[src/rtl/demux_4_buf_pkg.sv]
// Shared definitions for the buffered 1-to-4 demultiplexer.
package demux_4_buf_pkg;

  // Number of output channels served by the demultiplexer.
  localparam int CHANNELS = 4;

  // Buffer occupancy: EMPTY (nothing held), BUSY (main only), FULL (main + skid).
  typedef enum logic [1:0] {
    STATE_EMPTY = 2'd0,
    STATE_BUSY  = 2'd1,
    STATE_FULL  = 2'd2
  } state_t;

endpackage

[src/rtl/demux_4_buf_hold_reg.sv]
// Width-parameterised storage register with load, clear and async active-low reset.
module hold_reg #(
  parameter int width = 8
) (
  input  logic             clk,
  input  logic             reset_n,
  input  logic             load,
  input  logic             clear,
  input  logic [width-1:0] d,
  output logic [width-1:0] q
);

  // Load takes priority over clear so a simultaneous refill is never lost.
  always_ff @(posedge clk or negedge reset_n) begin
    if (!reset_n) begin
      q <= '0;
    end else if (load) begin
      q <= d;
    end else if (clear) begin
      q <= '0;
    end
  end

endmodule

[src/rtl/demux_4_buf.sv]
// Registered 1-to-4 demultiplexer with a main/skid buffer and valid/ready handshakes.
module demux_4_buf
  import demux_4_buf_pkg::*;
#(
  parameter int width = 32
) (
  input  logic             clk,
  input  logic             reset_n,
  input  logic [width-1:0] data_in,
  input  logic [1:0]       select,
  input  logic             in_valid,
  output logic             in_ready,
  output logic [width-1:0] data_out_0,
  output logic [width-1:0] data_out_1,
  output logic [width-1:0] data_out_2,
  output logic [width-1:0] data_out_3,
  output logic [3:0]       out_valid,
  input  logic [3:0]       out_ready
);

  // Each buffer entry is packed as {valid, select, data}.
  localparam int ENTRY_W = width + 3;

  state_t state, next_state;

  logic [ENTRY_W-1:0] main_q, main_d, skid_q, skid_d, in_entry;
  logic               main_load, main_clear, skid_load, skid_clear;
  logic               main_valid;
  logic [1:0]         main_sel;
  logic [width-1:0]   main_data;
  logic               in_fire, out_fire;

  assign in_entry   = {1'b1, select, data_in};
  assign main_valid = main_q[ENTRY_W-1];
  assign main_sel   = main_q[width+1:width];
  assign main_data  = main_q[width-1:0];

  assign in_fire  = in_valid && in_ready;
  assign out_fire = main_valid && out_ready[main_sel];

  hold_reg #(.width(ENTRY_W)) u_main (
    .clk     (clk),
    .reset_n (reset_n),
    .load    (main_load),
    .clear   (main_clear),
    .d       (main_d),
    .q       (main_q)
  );

  hold_reg #(.width(ENTRY_W)) u_skid (
    .clk     (clk),
    .reset_n (reset_n),
    .load    (skid_load),
    .clear   (skid_clear),
    .d       (skid_d),
    .q       (skid_q)
  );

  // Occupancy state register.
  always_ff @(posedge clk or negedge reset_n) begin
    if (!reset_n) begin
      state <= STATE_EMPTY;
    end else begin
      state <= next_state;
    end
  end

  // in_ready is registered: it is low exactly when the buffer will be full next cycle.
  always_ff @(posedge clk or negedge reset_n) begin
    if (!reset_n) begin
      in_ready <= 1'b1;
    end else begin
      in_ready <= (next_state != STATE_FULL);
    end
  end

  // Next-state and buffer steering: new words land in main unless main is stuck, then in skid.
  always_comb begin
    next_state = state;
    main_load  = 1'b0;
    main_clear = 1'b0;
    skid_load  = 1'b0;
    skid_clear = 1'b0;
    main_d     = in_entry;
    skid_d     = in_entry;
    case (state)
      STATE_EMPTY: begin
        if (in_fire) begin
          main_load  = 1'b1;
          next_state = STATE_BUSY;
        end
      end
      STATE_BUSY: begin
        if (in_fire && out_fire) begin
          main_load = 1'b1;
        end else if (in_fire) begin
          skid_load  = 1'b1;
          next_state = STATE_FULL;
        end else if (out_fire) begin
          main_clear = 1'b1;
          next_state = STATE_EMPTY;
        end
      end
      STATE_FULL: begin
        if (out_fire) begin
          main_d     = skid_q;
          main_load  = 1'b1;
          skid_clear = 1'b1;
          next_state = STATE_BUSY;
        end
      end
      default: begin
        main_clear = 1'b1;
        skid_clear = 1'b1;
        next_state = STATE_EMPTY;
      end
    endcase
  end

  // Channel valids decode straight from the main register, never from inputs.
  always_comb begin
    out_valid = '0;
    for (int k = 0; k < CHANNELS; k++) begin
      out_valid[k] = main_valid && (main_sel == 2'(k));
    end
  end

  assign data_out_0 = out_valid[0] ? main_data : '0;
  assign data_out_1 = out_valid[1] ? main_data : '0;
  assign data_out_2 = out_valid[2] ? main_data : '0;
  assign data_out_3 = out_valid[3] ? main_data : '0;

endmodule

[config.mk]
export PLATFORM = sky130hd
export DESIGN_NAME = demux_4_buf
export DESIGN_NICKNAME = d
export VERILOG_FILES = /design/src/rtl/demux_4_buf_pkg.sv /design/src/rtl/demux_4_buf_hold_reg.sv /design/src/rtl/demux_4_buf.sv
export SDC_FILE = /design/constraint.sdc
export NUM_CORES = 1
export LEC_CHECK = 0
export CORE_ASPECT_RATIO = 1.75
export CORE_MARGIN = 4
export CORE_UTILIZATION = 43
export DETAILED_ROUTE_END_ITERATION = 8
export HOLD_SLACK_MARGIN = 0.02
export PLACE_DENSITY_LB_ADDON = 0.1
export SETUP_SLACK_MARGIN = 0.5
export SLEW_MARGIN = 20
export SYNTH_ARGS = -nofsm -noshare
export SYNTH_HDL_FRONTEND = slang
export SYNTH_SLANG_ARGS = --single-unit
[constraint.sdc]
create_clock -name clk -period 2.27 [get_ports clk]
set_input_delay 0.5675 -clock clk [delete_from_list [all_inputs] [get_ports clk]]
set_output_delay 0.5675 -clock clk [all_outputs]
set_load 0.02 [all_outputs]
==> results_dict.tcl <==
set metrics [dict create \
    seq_area_um2 1830 \
    cts_tree "done" \
    grt_overflow 0 \
    yosysSeqAreaShare_pct 45.4 \
    leakagePower_uw 0.00362 \
    routed_wl_mm 16.9 \
    r2r_start "u_main.q[32]$_DFFE_PN0P_" \
    hold_buffers 0 \
    io_pins 174 \
    grt_pass1_vias 3963 \
    layout_setup_ws_ps 8.22 \
    critical_path_class "reg -> out" \
    tightest_slew_ps 507 \
    yosys_warnings 0 \
    netlist_instances 370 \
    slew_violations 0 \
    post-place-ws_ps -104 \
    ys_types 28 \
    gr-usage-all-layers_pct 25.3 \
    die_h_um 136 \
    grt_start_max_net_pins 41 \
    start_kind "flip-flop" \
    yosysTopAreaCell "dfrtp_1" \
    synth.avg_cell_area_um2 10.9 \
    design.die.area_um2 11000 \
    h-tree-depth 3 \
    cts-buffers-inserted 9 \
    crit_fanout 5 \
    initial_core_util_pct 44.3 \
    vias 3942 \
    fmax_ghz 0.442 \
    syn_nets 411 \
    nNetsFinal 628 \
    clkSlewWorstSetupHoldPaths_ps 60 \
    route.detailed.drc 0 \
    placed_area_um2 6150 \
    grt_pass1_wl_mm 21.0 \
    cts_root_buf "clkbuf_16" \
    synth_edf_count 0 \
    coreArea_um2 9090 \
    drive_gt1_share_pct 54.4 \
    period_needed_ps 2260 \
    hold_slack_ps 198 \
    num_rows 46 \
    multi_input_area_um2 2410 \
    fin_area_um2 7340 \
    gp_congestion 0.794 \
    synth.most_common_cell "and2_1" \
    dpl.hpwl_mm 9.88 \
    via_per_inst 5.54 \
    diodes 0 \
    ys_ff_latch 73 \
    drt-initial-drc-count 192 \
    yosys-top-cells-area "dfrtp_1 (45%), and2_1 (20%), mux2i_1 (9.2%)" \
    clk_latency_ps 340 \
    ant_nets 0 \
    synthArstFlopShare_pct 100 \
    startpoint "u_main.q[33]$_DFFE_PN0P_" \
    synth_top_area_share_pct 44.7 \
    area_growth_pct 82.1 \
    fin_crit_sh_pct 99.6 \
    crit_arrival_ps 1690 \
    synthTopCellsByCount "and2_1 (128), dfrtp_1 (72), mux2i_1 (37), a22o_1 (34), o2bb2ai_1 (30)" \
    max_cap_violations 0 \
    hp-class "in -> async" \
    end_kind "primary output" \
    r2r_end "u_main.q[21]$_DFFE_PN0P_" \
    cp_data_required_time_ps 1700 \
    synth_area_um2 4030 \
    r2r_setup_slack_ps 130 \
    powerDensity_nw_per_um2 1260 \
    ctsLongestPathBuffers 2 \
    io_buffers 173 \
    detail_route.first_pass.iterations 4 \
    nFillCells 531 \
    reg2reg_depth 8 \
    ys.flop_type "dfrtp_1" \
    clock_sink_count 73 \
    rsz0062_at_grt "true" \
    finalSetupViolCount 0 \
    finalHoldViolCount 0 \
    clock_skew_ps 6.87 \
    antenna_found_initial 0 \
    vdd_ir_drop_max_mv 0.608 \
    dieWidth_um 81.2 \
    relSlewSlack_pct 66.2 \
    wire_per_inst_um 23.7 \
    status "completed" \
]
[critical path, cell delays in order (launching register included)]
cell and delay, ps:
dfrtp_1 430, nand2b_4 190, nor2_4 170, buf_12 160, clkbuf_16 150, and2_4 140, buf_6 110
[layout by cell type, fill, tap and decap left out, types with 2 or more instances in the layout]
cell | Yosys | final
clkdlybuf4s50_1 | 0 | 39
inv_1 | 4 | 3
and2_4 | 0 | 73
clkbuf_2 | 0 | 17
buf_6 | 5 | 89
nand2_4 | 1 | 2
o2bb2ai_2 | 5 | 8
dfrtp_1 | 72 | 70
buf_12 | 0 | 17
clkinv_2 | 0 | 2
and2_1 | 128 | 52
o2bb2ai_1 | 30 | 23
a22o_1 | 34 | 34
buf_8 | 0 | 10
o2bb2ai_4 | 0 | 4
clkdlybuf4s15_2 | 0 | 24
a21oi_1 | 2 | 2
mux2i_4 | 0 | 3
clkbuf_1 | 12 | 2
buf_2 | 9 | 10
clkbuf_16 | 0 | 16
o22ai_1 | 2 | 2
nor2_4 | 0 | 5
dfrtp_2 | 0 | 2
buf_4 | 3 | 21
nand2b_4 | 1 | 2
mux2i_1 | 37 | 32
nor2_1 | 12 | 7
and2_2 | 0 | 3
clkbuf_8 | 0 | 2
mux2i_2 | 0 | 2
[logic make-up (layout without fill, tap and decap cells)]
family / Yosys count / count (layout) / synth area share [%]
AOI/OAI and AO/OA: 77 / 77 / 18.0
DFF: 73 / 73 / 45.4
muxes: 37 / 37 / 9.19
and+or+nand+nor: 150 / 150 / 22.9
buffers and inverters: 33 / 255 / 4.56
[final cells by class]
class / count / area share [%]
clock buffer: 13 / 3.55
clock inverter: 3 / 0.546
inverter: 4 / 0.205
multi-input combinational: 264 / 32.8
sequential: 73 / 24.9
tap: 120 / 2.05
timing repair buffer: 235 / 35.9
[worst max-delay path by stage]
stage	endpoint	slack, ps	cells after the start
after CTS	data_out_0[11]	-40	5
after floorplan	data_out_0[22]	430	4
after global routing	data_out_1[3]	-60	6
after detailed placement	u_main.q[27]$_DFFE_PN0P_	-100	7
final	data_out_1[19]	8	6
after global placement	u_skid.q[32]$_DFFE_PN0P_	-40	8
[power by group]
group          switching, uW  internal [uW]
combinational           2550           2850
clock                    545            908
sequential               578           1810
total                   3670           5570
[flip-flops by register name, summed over array words and instances (netlist names)]
| name | cells |
|---|---|
| u_main.q | 35 |
| u_skid.q | 35 |
| state | 2 |
| in_ready | 1 |
[metrics by stage]
step,std cells,setup TNS [ps],power [uW],util (%)
finish,712,0,9250,80.7
global route,712,-1120,9600,80.7
CTS,679,-684,7450,72.4
detailed placement,663,-7470,6090,67.7
global placement,663,-2220,5950,67.7
floorplan,370,0,4430,-
[metal layers]
metal | global-route usage (%) | share of wire (%) | vias to the layer above
met1 | 26.6 | 33 | 1961
li1 | - | - | 1726
met3 | 5.97 | 7.6 | 40
met2 | 46.8 | 56 | 215
met4 | 10.5 | 3.5 | 0
met5 | 0 | 0 | -
[what timing repair did]
item / in CTS / in global routing
hold endpoints to repair: 0 / 0
pin swaps: 0 / 10
gates resized for setup: 358 / 437
buffers inserted: 0 / 18
gates cloned: 0 / 15
setup endpoints to repair: 203 / 204
Note: power is estimated with default switching activity, not from simulation.
